File: src/rtl/seg_mux_driver_if.sv
// Display bus for seg_mux_driver: packed character codes in, digit enables and segments out.
interface seg_mux_driver_if;
  logic [19:0] big_bin;
  logic [3:0]  AN;
  logic [6:0]  seven_out;

  modport master (output big_bin, input AN, input seven_out);
  modport slave  (input big_bin, output AN, output seven_out);
endinterface

File: src/rtl/seg_mux_driver.sv
// Multiplexed 4-digit common-anode seven-segment driver with a tick-enable refresh divider
// and a 5-bit character decoder; all outputs are registered and active-low.
module seg_mux_driver #(
  parameter int DIV = 100000
) (
  input  logic              clk,
  input  logic              rst,
  seg_mux_driver_if.slave   bus
);

  localparam int             CW   = (DIV > 1) ? $clog2(DIV) : 1;
  localparam logic [CW-1:0]  LAST = CW'(DIV - 1);
  localparam logic [CW-1:0]  ONE  = CW'(1);

  function automatic logic clk_divider(input logic [CW-1:0] cnt);
    return (cnt == LAST);
  endfunction

  // Active-low segment pattern, bit order {g,f,e,d,c,b,a}
  function automatic logic [6:0] binary_to_segment(input logic [4:0] code);
    logic [6:0] seg;
    case (code)
      5'd0:    seg = 7'b1000000;
      5'd1:    seg = 7'b1111001;
      5'd2:    seg = 7'b0100100;
      5'd3:    seg = 7'b0110000;
      5'd4:    seg = 7'b0011001;
      5'd5:    seg = 7'b0010010;
      5'd6:    seg = 7'b0000010;
      5'd7:    seg = 7'b1111000;
      5'd8:    seg = 7'b0000000;
      5'd9:    seg = 7'b0010000;
      5'd10:   seg = 7'b0001000;
      5'd11:   seg = 7'b0000011;
      5'd12:   seg = 7'b1000110;
      5'd13:   seg = 7'b0100001;
      5'd14:   seg = 7'b0000110;
      5'd15:   seg = 7'b0001110;
      5'd16:   seg = 7'b0001001;
      5'd17:   seg = 7'b1000111;
      5'd18:   seg = 7'b0001100;
      5'd19:   seg = 7'b1000001;
      5'd20:   seg = 7'b0101011;
      5'd21:   seg = 7'b0100011;
      5'd22:   seg = 7'b0101111;
      5'd23:   seg = 7'b0000111;
      5'd24:   seg = 7'b0010001;
      5'd25:   seg = 7'b0111111;
      5'd26:   seg = 7'b1110111;
      default: seg = 7'b1111111;
    endcase
    return seg;
  endfunction

  logic [CW-1:0] div_cnt_r;
  logic [1:0]    count_r;
  logic [3:0]    an_r;
  logic [6:0]    seg_r;
  logic          tick_s;
  logic [3:0]    an_next_s;
  logic [4:0]    code_s;

  assign tick_s = clk_divider(div_cnt_r);

  // Digit enable and character code for the digit currently selected by the scan counter
  always_comb begin
    an_next_s = 4'b1110;
    code_s    = bus.big_bin[4:0];
    case (count_r)
      2'd0: begin an_next_s = 4'b1110; code_s = bus.big_bin[4:0];   end
      2'd1: begin an_next_s = 4'b1101; code_s = bus.big_bin[9:5];   end
      2'd2: begin an_next_s = 4'b1011; code_s = bus.big_bin[14:10]; end
      2'd3: begin an_next_s = 4'b0111; code_s = bus.big_bin[19:15]; end
      default: begin an_next_s = 4'b1110; code_s = bus.big_bin[4:0]; end
    endcase
  end

  // Refresh divider: wraps to zero on the tick cycle
  always_ff @(posedge clk) begin
    if (!rst) begin
      div_cnt_r <= {CW{1'b0}};
    end else if (tick_s) begin
      div_cnt_r <= {CW{1'b0}};
    end else begin
      div_cnt_r <= div_cnt_r + ONE;
    end
  end

  // Scan step: outputs load the digit for the pre-increment count, then hold until the next tick
  always_ff @(posedge clk) begin
    if (!rst) begin
      count_r <= 2'd0;
      an_r    <= 4'b1110;
      seg_r   <= 7'b1111111;
    end else if (tick_s) begin
      count_r <= count_r + 2'd1;
      an_r    <= an_next_s;
      seg_r   <= binary_to_segment(code_s);
    end else begin
      count_r <= count_r;
      an_r    <= an_r;
      seg_r   <= seg_r;
    end
  end

  assign bus.AN        = an_r;
  assign bus.seven_out = seg_r;

endmodule

File: src/flat_wrapper.sv
// flat-port wrapper written by rule: the top's interface ports become plain ports
module seg_mux_driver_flat 
#(
  parameter int DIV = 100000
)
  (clk, rst, bus_big_bin, bus_AN, bus_seven_out);
  seg_mux_driver_if bus_i ();
  input  logic clk;
  input  logic rst;
  input wire logic [$bits(bus_i.big_bin)-1:0] bus_big_bin;
  output wire logic [$bits(bus_i.AN)-1:0] bus_AN;
  output wire logic [$bits(bus_i.seven_out)-1:0] bus_seven_out;
  assign bus_i.big_bin = bus_big_bin;
  assign bus_AN = bus_i.AN;
  assign bus_seven_out = bus_i.seven_out;
  seg_mux_driver #(.DIV(DIV)) u_core (.clk(clk), .rst(rst), .bus(bus_i));
endmodule
File: config.mk
export PLATFORM = sky130hd
export DESIGN_NAME = seg_mux_driver_flat
export DESIGN_NICKNAME = d
export VERILOG_FILES = /design/src/rtl/seg_mux_driver_if.sv /design/src/rtl/seg_mux_driver.sv /design/src/flat_wrapper.sv
export SDC_FILE = /design/constraint.sdc
export NUM_CORES = 1
export LEC_CHECK = 0
export CORE_UTILIZATION = 40
export DETAILED_ROUTE_END_ITERATION = 8
export SKIP_CTS_REPAIR_TIMING = 1
export SYNTH_ARGS = -nofsm -noshare
export SYNTH_HDL_FRONTEND = slang
export SYNTH_SLANG_ARGS = --single-unit
export TNS_END_PERCENT = 100
File: constraint.sdc
create_clock -name clk -period 6.8 [get_ports clk]
set_input_delay 0.68 -clock clk [delete_from_list [all_inputs] [get_ports clk]]
set_output_delay 0.68 -clock clk [all_outputs]
set_load 0.005 [all_outputs]
**Word level (Yosys, flattened, before mapping)**

Memory sizes are Yosys's and may differ from the RTL's. A register that Yosys moved wholly into a read port is not among the register bits.
Index checks and enable logic that the tools add are counted.
Widths: inputs -> output; s select.

- Divide/modulo/power cells: 0
- Shift operators: 0
- Bitwise operators: 1
- Multiplexer cells: 2
- Add/sub/neg operators: 2
- Reductions and logical operators: 3
- $mul: 0
- Magnitude comparators: 0
- Equal/unequal tests: 4

Operator list:

| operator | count |
|---|---|
| $pmux 5 s4 | 1 |
| $add 17x1->17 const B | 1 |
| $eq 17x17->1 const B | 1 |
| $pmux 4 s4 | 1 |
| $eq 2x2->1 const B | 2 |
| $add 2x1->2 const B | 1 |
| $eq 2x1->1 const B | 1 |
| $logic_not 2->1 | 1 |
| $reduce_or 2->1 | 1 |
| $logic_not 1->1 | 1 |
| $not 1->1 | 1 |

- Bits in latches: 0
- Memories: 1
- Memory bits (writable): 0
- Input bits: 22
- Memory bits (read-only): 224
- Logic and storage cells: 16
- Bits in registers: 23

Memory list:

| memory | words | bits a word | rd ports | clocked after memory_dff | write ports | line | RTL |
|---|---|---|---|---|---|---|---|
| (no name shown) | 32 | 7 | 1 | 1 | 0 | seg_mux_driver.sv:22 | `case (code)` |

**Depth between registers and ports, before layout**

Gate-level depths: netlist (run 1).

- Word-level depth: 2
- Gate-level depth with buffers: 11
- Gate-level depth less buffers: 10

**Least setup slack after synthesis (run 1)**

OpenSTA, ideal clock, no wires.

- Path kind: register -> register
- Start: reg u_core.count_r[0]
- End: reg u_core.seg_r[0] (netlist: u_core.bus.seven_out[0])
- Slack: 4463 ps
- Cell stages (with the launch flop): 10
- Buffers on the path: 1
- Required time: 6678 ps
- Data arrival time: 2215 ps
- Library setup time: 122 ps
- Cells stage by stage: dfxtp_1 > inv_1 > ha_1 > buf_6 > mux2i_1 > inv_1 > ha_1 > nor4_1 > a31oi_1 > a221o_1

- Word-level cells in the longest chain between the ends: 2

RTL lines:

| what | line | RTL |
|---|---|---|
| start, declared | seg_mux_driver.sv:56 | `logic [1:0] count_r;` |
| start signal, assigned | seg_mux_driver.sv:96 | `count_r <= count_r + 2'd1;` |
| start signal, assigned | seg_mux_driver.sv:100 | `count_r <= count_r;` |
| $eq 2x2->1 (tied with other cells) | seg_mux_driver.sv:69 | `case (count_r)` |
| $pmux 5 s4 * | seg_mux_driver.sv:69 |  |
| end, declared | seg_mux_driver.sv:58 | `logic [6:0] seg_r;` |

Every way passes the cells marked *; elsewhere a longest branch is shown, timed or not.
A chain may end at the register's enable or synchronous reset.

**Worst setup path in the final report (run 1)**

- Start: reg u_core.count_r[0]
- End: reg u_core.seg_r[3] (netlist: u_core.bus.seven_out[3])

The elaborated chain is that of the path after synthesis.

==> results of run 1 <==
[cells in the final DEF (no fill, tap or decap), types with 3 or more instances in the layout]
master | Yosys | final
inv_1 | 9 | 9
nor2_1 | 23 | 23
o211ai_1 | 4 | 4
dfxtp_1 | 30 | 30
and4_1 | 4 | 4
or3_1 | 3 | 3
a222oi_1 | 3 | 3
clkbuf_8 | 0 | 6
ha_1 | 11 | 11
clkdlybuf4s50_1 | 0 | 32
nand3_1 | 8 | 8
a21oi_1 | 10 | 10
nand2_1 | 28 | 28
o21ai_0 | 5 | 5
xor2_1 | 11 | 11
nand4_1 | 5 | 5
mux2i_1 | 5 | 5
nor3_1 | 4 | 4
[per-stage QoR]
| step | power (W) | cells | hold slack [ns] |
|---|---|---|---|
| floorplan | 0.000207 | 216 | 0.430 |
| global placement | 0.000224 | 291 | 0.445 |
| detailed placement | 0.000224 | 291 | 0.459 |
| CTS | 0.000361 | 297 | 0.472 |
| global route | 0.000376 | 297 | 0.513 |
| finish | 0.000358 | 297 | 0.465 |
[synth_stat cells (4+ instances only)]
library cell and number:
inv_1 9, o21ai_0 5, dfxtp_1 30, nand3_1 8, o211ai_1 4, a21oi_1 10, nor3_1 4, nor2_1 23
xor2_1 11, nand4_1 5, nand2_1 28, ha_1 11, and4_1 4, mux2i_1 5
[how the worst max path moves through the flow]
stage                     depth (start not counted)                      startpoint  slack [ns]                                   end
after floorplan                                   9  u_core.count_r[0]$_SDFFE_PN0N_        4.46  u_core.bus.seven_out[0]$_SDFFE_PN1N_
after global placement                            9                 bus_big_bin[10]        3.80  u_core.bus.seven_out[3]$_SDFFE_PN1N_
after detailed placement                          9                 bus_big_bin[10]        3.77  u_core.bus.seven_out[3]$_SDFFE_PN1N_
after CTS                                         9  u_core.count_r[0]$_SDFFE_PN0N_        3.94  u_core.bus.seven_out[3]$_SDFFE_PN1N_
after global routing                              9  u_core.count_r[0]$_SDFFE_PN0N_        3.69  u_core.bus.seven_out[3]$_SDFFE_PN1N_
final                                             9  u_core.count_r[0]$_SDFFE_PN0N_        3.99  u_core.bus.seven_out[3]$_SDFFE_PN1N_
[area by class of cell]
type,instances,share of cell area (%)
clock buffers,6,3.66
inverters,9,1.50
flip-flops and latches,30,26.6
well taps,52,2.88
multi-input cells,168,51.2
repair buffers,32,14.2
[cells by family (layout without fill, tap and decap cells)]
family	count (synthesis)	in the layout	share of synthesized area [%]
XOR/XNOR	13	13	6.16
buffers and inverters	18	47	5.07
flip-flops	30	30	32.5
AO/OA/AOI/OAI	46	46	19.3
multiplexers	8	8	4.74
AND/OR/NAND/NOR	90	90	24.8
adder cells (fa/ha/maj)	11	11	7.44
[power groups by stage]
stage	sequential [W]	combinational, W	clock, W
global placement	0.000183	0.0000410	0
floorplan	0.000182	0.0000245	0
detailed placement	0.000183	0.0000410	0
finish	0.000179	0.0000413	0.000138
global route	0.000179	0.0000455	0.000151
CTS	0.000179	0.0000412	0.000141
[state kept, by name, indices dropped and copies added (netlist names)]
register,cells
u_core.bus.seven_out,7
u_core.count_r,2
u_core.div_cnt_r,17
u_core.bus.AN,4
[routing by layer]
metal,wire (um),vias to the layer above,part of all wire (%)
met5,0,-,0
met4,11,0,0.26
met1,2180,778,51
li1,-,847,-
met3,151,2,3.5
met2,1920,24,45
==> key figures, run 1 <==
Power
  • Max VDD drop: 0.176 mV
  • Combinational fraction of design power: 11.5%
  • Sequential Power Share: roughly half
  • Power Dens Cells: 159 mW/mm2
  • Internal power: between 0.0002 and 0.0003 W
  • Clock power frac: approximately 39%
  • Sw Ratio: between 20% and 30%
  • Switching Power: 0.0000829 W
  • Leak: around 0.9 nW

Worst setup path
  • Setup Crit Path Kind: flip-flop to flip-flop
  • R2r setup slk: around 4 ns
  • RR Startpoint: u_core.count_r[0]$_SDFFE_PN0N_
  • Critical-path top delay cell: mux2i_1
  • CP delay by family, top: adder cells
  • Reg-to-reg endpoint: u_core.bus.seven_out[3]$_SDFFE_PN1N_
  • R2R cell count: 9
  • Critical-path cell list: inv_1, ha_1, mux2i_1, ha_1, a21boi_0, mux2i_1, o2111ai_1, o2111ai_1, nand4_1
  • CP arrival: 3.03 ns
  • Worst Setup End Kind: flip-flop
  • Worst setup SP type: flip-flop
  • CP required: approximately 7.0 ns
  • Max incr delay on CP: 0.66 ns
  • Crit path buffers/inverters: 1
  • CP max FO: 13

Global route
  • Global Route Usage Sum: 18.9%
  • Overflow after GRT: 0
  • Met1 usage: between 20% and 30%
  • Vias in the first global route: roughly 1600
  • Initial antenna violation count: 0
  • Largest net degree at the start of global routing: 21
  • M3 GR Usage: approximately 4.3%
  • First-pass GRT wire length: ~7.5 mm
  • Grt peak-use layer: met2
  • Grt met2 use: ~30%

STA
  • Least-Margin Pin Slew: 0.685 ns
  • Setup TNS: 0 ns
  • # setup viols final: 0
  • Final hold violations: 0
  • Post-route setup slack: 3.99 ns
  • Fmax: 355 MHz
  • Max-slew headroom: 53.0%
  • Slew Limit Fails: 0
  • Final worst path period share: 41.4%
  • Worst Skew: 0.00658 ns
  • Min cycle time layout: 2.81 ns
  • Unrepaired setup endpoints after global routing: false

Drt
  • DR pass1 iterations: 4
  • Avg WL per Cell: 14.3 um
  • DR vias: 1651
  • Drt drc: 0
  • DRT iter0 DRCs: around 180
  • Detail Route Antenna Nets: 0
  • Vias per cell: approximately 5.6
  • WL final: about 4.3 mm

Floorplan
  • Die Area: 0.00490 mm2
  • DIE WIDTH: between 60 and 70 um
  • Cell Rows: 24
  • Initial core utilization: a little over two fifths
  • Core Box Area: ~0.0044 mm2
  • IO Pins: 33
  • Die Ht: about 70 um

Cells and area
  • Finished Cell Area: 0.00226 mm2
  • Layout cells sized above 1: roughly 5.7%
  • # diodes: 0
  • Utilization after layout: 51.5%
  • Final nets: around 280
  • Register area: 601 um2
  • Area Overhead vs Synth: 22.1%
  • Fillers: 440
  • Multi-input gate area: between 0.001 and 0.0015 mm2

Clocking
  • Cts bufs inserted: 5
  • Skew-Pair Late Insertion Delay: 0.27 ns
  • Max clock buf depth: 2
  • Clk root buf: clkbuf_8
  • Clk sinks: 30
  • Clk slew on worst S/H paths: approximately 0.060 ns
  • CTS tree: built
  • CTS H-Tree Depth: 2

Synth
  • Seq/Total Area, Yosys: about a third
  • Count of state elements after synthesis: 30
  • Number of enable flip-flop cells after synthesis: 0
  • Yosys warning count: 0
  • Yosys top cell area share: between 30 and 40%
  • Net Count, Synth: 249
  • Synth area leader: dfxtp_1
  • Synth unique cells: 55
  • Ranking of synthesized cells by area: dfxtp_1 (32%), ha_1 (7.4%), nand2_1 (5.7%)
  • Netlist Area Pre-Place: 0.00185 mm2
  • Avg Synthesized Cell Area: 8.56 um2
  • Post-synth ARST share: 0%
  • Ys flop type: dfxtp_1
  • Syn Inst Count: between 200 and 250

Min path
  • Min-delay worst type: flip-flop to flip-flop
  • Hold path startpoint: u_core.div_cnt_r[0]$_SDFF_PP0_
  • Hold Crit Depth: 1
  • Worst Hold Endpoint: u_core.div_cnt_r[0]$_SDFF_PP0_

Placement
  • Dpl hpwl: ~3.1 mm
  • IO buf count: 32
  • Final GP Congestion: a little under 0.9
  • DP Area: between 0.002 and 0.0025 mm2
  • Placement Setup Slack: about 3.8 ns

Run
  • Max_cap viols: 0

Run status
  • Outcome: completed
Note: power is estimated with default switching activity, not from simulation.
==> run 2, diff against run 1 <==
--- a/config.mk
+++ b/config.mk
@@ -7,6 +7,7 @@
 export LEC_CHECK = 0
 export CORE_UTILIZATION = 40
 export DETAILED_ROUTE_END_ITERATION = 8
+export PLACE_DENSITY = 0.66
 export SKIP_CTS_REPAIR_TIMING = 1
 export SYNTH_ARGS = -nofsm -noshare
 export SYNTH_HDL_FRONTEND = slang
==> constraint.sdc (replaced) <==
create_clock -name clk -period 2.5 [get_ports clk]
set_input_delay 0.25 -clock clk [delete_from_list [all_inputs] [get_ports clk]]
set_output_delay 0.25 -clock clk [all_outputs]
set_load 0.005 [all_outputs]
==> key figures, run 2 (same netlist as run 1, synthesis figures left out) <==
Floorplan
  • Cell Rows: 24 (unchanged)
  • Core Box Area: 0.00438 mm2 (unchanged)
  • Initial core utilization: 42.2% (unchanged)
  • Die Area: 0.00490 mm2 (unchanged)
  • DIE WIDTH: 70.0 um (unchanged)
  • Die Ht: 70.0 um (unchanged)
  • IO Pins: 33 (unchanged)

Cells and area
  • Max FFs per register: 17 (unchanged)
  • Area Overhead vs Synth: 26.9%
  • Most common cell after layout, fill and taps aside: clkdlybuf4s50_1
  • Commonest non-fill, non-tap cells in the layout: clkdlybuf4s50_1 (32), dfxtp_1 (29), nand2_1 (28)
  • Layout cells sized above 1: 12.1% (+6.3 points)
  • # diodes: 0 (unchanged)
  • Final nets: 290 (+3.9%)
  • Biggest register: u_core.div_cnt_r
  • Fillers: 431 (-2.0%)
  • Utilization after layout: 53.5% (+2.1 points)

Drt
  • Avg WL per Cell: 14.0 um (-2.2%)
  • Detail Route Antenna Nets: 0 (unchanged)
  • Drt drc: 0 (unchanged)
  • WL final: 4.34 mm (+1.8%)
  • DR pass1 iterations: 4 (unchanged)
  • Vias per cell: 5.52 (-0.62%)
  • DR vias: 1707 (+3.4%)
  • DRT iter0 DRCs: 118 (-36%)

STA
  • Hold Slack: 0.460 ns (-0.00494 ns)
  • Final worst path period share: 93.0% (+52 points)
  • Final hold violations: 0 (unchanged)
  • Fmax: 430 MHz (+21%)
  • Post-route setup slack: 0.175 ns (-3.81 ns)
  • Min cycle time layout: 2.33 ns (-0.489 ns)
  • Setup TNS: 0 ns (unchanged)
  • Least-Margin Pin Slew: 0.620 ns (-0.0652 ns)
  • Slew Limit Fails: 0 (unchanged)
  • Unrepaired setup endpoints after global routing: false
  • Worst Skew: 0.00541 ns (-0.00117 ns)
  • Max-slew headroom: 57.5% (+4.5 points)
  • # setup viols final: 0 (unchanged)

Clocking
  • Clk root buf: clkbuf_8
  • Skew-Pair Late Insertion Delay: 0.28 ns (about the same)
  • Clk sinks: 30 (unchanged)
  • Max clock buf depth: 2 (unchanged)
  • CTS tree: built
  • CTS H-Tree Depth: 2 (unchanged)
  • Clk slew on worst S/H paths: 0.06 ns (about the same)
  • Cts bufs inserted: 5 (unchanged)

Worst setup path
  • Reg-to-reg endpoint: u_core.bus.seven_out[0]$_SDFFE_PN1N_
  • R2r setup slk: 0.17 ns (-3.81 ns)
  • Crit path buffers/inverters: 2 (+1)
  • Max incr delay on CP: 0.35 ns (-0.31 ns)
  • Crit-path most repeated cell: ha_2
  • Setup Crit Path Kind: flip-flop to flip-flop
  • Worst setup SP type: flip-flop
  • CP max FO: 7 (-6)
  • R2R cell count: 9 (unchanged)
  • CP arrival: 2.49 ns (-0.54 ns)
  • Critical-path top delay cell: a222oi_1
  • CP delay by family, top: compound AO/OA/AOI/OAI gates
  • RR Startpoint: u_core.count_r[0]$_SDFFE_PN0N_
  • Critical-path cell list: inv_1, ha_2, a222oi_1, mux2i_1, buf_4, ha_2, nor4_1, a311oi_1, a221o_1
  • Worst Setup End Kind: flip-flop
  • CP required: 2.66 ns (-4.35 ns)

Global route
  • Initial antenna violation count: 0 (unchanged)
  • Largest net degree at the start of global routing: 18 (-14%)
  • Vias in the first global route: 1600 (+1.5%)
  • Overflow after GRT: 0 (unchanged)
  • First-pass GRT wire length: 7.47 mm (-0.92%)
  • Global Route Usage Sum: 18.9% (-0.038 points)

Placement
  • Placement Setup Slack: 0.0742 ns (-3.69 ns)
  • IO buf count: 32 (unchanged)
  • Dpl hpwl: 3.25 mm (+3.6%)
  • Final GP Congestion: 0.905 (+2.5%)

Power
  • Power Dens Cells: 412 mW/mm2 (+160%)
  • Leak: 0.937 nW (+5.3%)
  • Max VDD drop: 0.371 mV (+110%)

Run status
  • Outcome: completed

Min path
  • Hold Crit Depth: 1 (unchanged)
  • Hold path startpoint: u_core.div_cnt_r[0]$_SDFF_PP0_
  • Min-delay worst type: flip-flop to flip-flop
  • Worst Hold Endpoint: u_core.div_cnt_r[0]$_SDFF_PP0_

Run
  • Max_cap viols: 0 (unchanged)
-- run 2: changes by cell type in the layout (fill, tap and decap cells not counted), sizes merged --
cell    before  now
clkinv       0    2
clkbuf       6    5
buf          0   11
-- run 2: through the flow --
stage	std cells	area (um2)	power (W)
2_1_floorplan	216	1850	0.000563
3_3_place_gp	302	2260	0.000617
3_5_place_dp	302	2260	0.000617
4_1_cts	309	2340	0.000972
5_1_grt	309	2350	0.00100
6_report	309	2350	0.000966
-- run 2: worst max-delay path by stage --
| stage | startpoint | endpoint | slack [ns] | cells past startpoint |
|---|---|---|---|---|
| 3_3_place_gp | bus_big_bin[10] | u_core.bus.seven_out[0]$_SDFFE_PN1N_ | 0.14 | 8 |
| 5_1_grt | u_core.count_r[0]$_SDFFE_PN0N_ | u_core.bus.seven_out[0]$_SDFFE_PN1N_ | 0.02 | 8 |
| 6_report | u_core.count_r[0]$_SDFFE_PN0N_ | u_core.bus.seven_out[0]$_SDFFE_PN1N_ | 0.17 | 9 |
| 3_5_place_dp | u_core.count_r[0]$_SDFFE_PN0N_ | u_core.bus.seven_out[0]$_SDFFE_PN1N_ | 0.07 | 9 |
| 2_1_floorplan | u_core.count_r[0]$_SDFFE_PN0N_ | u_core.bus.seven_out[0]$_SDFFE_PN1N_ | 0.16 | 9 |
| 4_1_cts | u_core.count_r[0]$_SDFFE_PN0N_ | u_core.bus.seven_out[0]$_SDFFE_PN1N_ | 0.07 | 9 |
-- run 2: cell type report --
type | count | area [um2] | share of cell area, %
multi-input combinational | 168 | 1160 | 49.6
sequential | 30 | 602 | 25.6
timing repair buffer | 43 | 403 | 17.2
clock buffer | 5 | 68.8 | 2.93
tap | 52 | 65.1 | 2.77
inverter | 9 | 33.8 | 1.44
clock inverter | 2 | 10.0 | 0.426
-- run 2: power by group --
group | switching (W) | internal [W] | leakage, nW
Clock | 0.000173 | 0.000186 | 0.0438
Sequential | 0.00000367 | 0.000482 | 0.243
Combinational | 0.0000599 | 0.0000616 | 0.651
Total | 0.000237 | 0.000730 | 0.937
-- run 2: per-layer routing --
metal | vias up | GRT usage [%] | part of all wire [%]
li1 | 875 | - | -
met1 | 794 | 27.0 | 52
met2 | 31 | 28.7 | 43
met3 | 7 | 4.18 | 3.6
met4 | 0 | 4.67 | 1.0
met5 | - | 0 | 0
==> run 3, diff against run 2 <==
--- a/config.mk
+++ b/config.mk
@@ -8,7 +8,6 @@
 export CORE_UTILIZATION = 40
 export DETAILED_ROUTE_END_ITERATION = 8
 export PLACE_DENSITY = 0.66
-export SKIP_CTS_REPAIR_TIMING = 1
 export SYNTH_ARGS = -nofsm -noshare
 export SYNTH_HDL_FRONTEND = slang
 export SYNTH_SLANG_ARGS = --single-unit
==> results of run 3 <==
The final DEF is identical to that of run 2; final timing and power are the same.
==> RTL change: new RTL, config.mk and constraints of run 3 <==
`DIV` is set to 100000 in 2 places; all go to 200000.
--- a/src/rtl/seg_mux_driver.sv
+++ b/src/rtl/seg_mux_driver.sv
@@ -1,7 +1,7 @@
 // Multiplexed 4-digit common-anode seven-segment driver with a tick-enable refresh divider
 // and a 5-bit character decoder; all outputs are registered and active-low.
 module seg_mux_driver #(
-  parameter int DIV = 100000
+  parameter int DIV = 200000
 ) (
   input  logic              clk,
   input  logic              rst,
--- a/src/flat_wrapper.sv
+++ b/src/flat_wrapper.sv
@@ -1,7 +1,7 @@
 // flat-port wrapper written by rule: the top's interface ports become plain ports
 module seg_mux_driver_flat 
 #(
-  parameter int DIV = 100000
+  parameter int DIV = 200000
 )
   (clk, rst, bus_big_bin, bus_AN, bus_seven_out);
   seg_mux_driver_if bus_i ();
Function: no difference found for any inputs over 10 cycles, from zero or initial values and one cycle with rst low; that may be too few to reach the edited logic, so the function may still have changed.
==> RTL change against run 3 <==
- the flow now finishes with violations (DRC)
- total power rose by 6.7%
- final cell count fell by 0.97%
- worst setup slack got worse by 0.019 ns
- combinational power increased by 12%
- cell area up 2.6%
- critical endpoint is now u_core.bus.seven_out[2]
- sequential cell count increased by 1
- area after synthesis is 1.4% higher
- routed wire length decreased by 0.37%
- sequential power is 3% higher
==> RTL change: results (changes against run 3) <==
| Metric | Value |
|---|---|
| Outcome | `finished, violations left` |
| Violated checks | `DRC` |
| First-pass GRT wire length | `7307 um (-2.1%)` |
| Met1 usage | `25.51% (-1.4 points)` |
| DP Area | `2303 um^2 (+2.1%)` |
| CP max stage delay | `0.38 ns (+0.03 ns)` |
| Post-DP HPWL | `3211 um (-1.1%)` |
| Comb pwr | `0.135 mW (+12%)` |
| Pleak | `0.9425 nW (+0.54%)` |
| Non-Filler Instances | `306 (-0.97%)` |
| Share of cells above drive strength 1 | `15.35% (+3.3 points)` |
| Synth cell types | `52 (-5.5%)` |
| Synthesized Nets | `244 (-2.0%)` |
| DRT iter0 DRCs | `123 (+4.2%)` |
| Placed Cells | `298 (-1.3%)` |
| Met2 WL | `1902 um (+1.0%)` |
| Vias/cell | `5.510 (-0.26%)` |
| Nets | `287 (-1.0%)` |
| Routed wl met3 | `205 um (+30%)` |
| Top post-synthesis cells by count | `dfxtp_1, nor2_1, nand2_1, xor2_1` |
| Fillers | `432 (+0.23%)` |
| Sequential power | `0.503 mW (+3%)` |
| Met2 usage | `28.37% (-0.37 points)` |
| First-pass DRT Iterations | `6 (+2)` |
| Switching pwr | `0.2479 mW (+4.8%)` |
| Arrival time worst endpoint | `2.54 ns (+0.05 ns)` |
| DRC | `2 (+2)` |
| Avg Cell Area, Syn | `8.889 um^2 (+3.8%)` |
| WL per Instance | `14.11 um (+0.61%)` |
| Max FFs per register | `18 (+1)` |
| Pwr Total | `1.032 mW (+6.7%)` |
| Max FO, Critical Path | `8 (+1)` |
| Slew @ Worst Pin | `0.4731 ns (-0.1471 ns)` |
-- RTL change: cell types whose count changed in the layout (fill, tap and decap cells not counted), moves of 3 or more --
cell and change:
and3_1 +5, xnor2_1 +4, nand2_1 -10, ha_1 +3
ha_2 -3, nand3_1 +3
-- RTL change: worst paths after layout --
| check | start | endpoint | slack [ns] | depth (start not counted) |
|---|---|---|---|---|
| max reg2reg | u_core.count_r[1] | u_core.bus.seven_out[2] | 0.16 | 10 |
| min | u_core.bus.AN[1] | u_core.bus.AN[1] | 0.48 | 2 |
| min reg2reg | u_core.bus.AN[1] | u_core.bus.AN[1] | 0.48 | 2 |
| max | u_core.count_r[1] | u_core.bus.seven_out[2] | 0.16 | 10 |
-- RTL change: layout make-up --
type | count | area (um^2) | share of cell area [%]
multi-input cells | 160 | 1156 | 48.02
flip-flops and latches | 31 | 623.1 | 25.88
clock inverters | 1 | 5.005 | 0.2079
well taps | 52 | 65.06 | 2.703
clock buffers | 6 | 82.58 | 3.430
inverters | 10 | 37.54 | 1.559
repair buffers | 46 | 437.9 | 18.19
-- RTL change: kinds of logic after synthesis --
| group | Yosys count | synth area share (%) |
|---|---|---|
| simple gates | 80 | 22.35 |
| compound gates | 44 | 19.15 |
| flops | 31 | 33.09 |
| buf+inv | 20 | 5.603 |
| xor+xnor | 18 | 8.406 |
| fa+ha+maj | 11 | 7.338 |
| mux | 7 | 4.069 |
-- RTL change: what timing repair did --
action / 4_1_cts / 5_1_grt
endpoints found under the setup margin: 0 / 7
setup buffers: 0 / 1
gates resized for setup: 0 / 4
-- RTL change: worst reg2reg max path: cells and delay by family (launching register included) --
family	cells	cell delay (ns)
AO/OA/AOI/OAI	4	0.96
flip-flops	1	0.36
multiplexers	1	0.19
adder cells (fa/ha/maj)	2	0.43
buffers and inverters	3	0.35
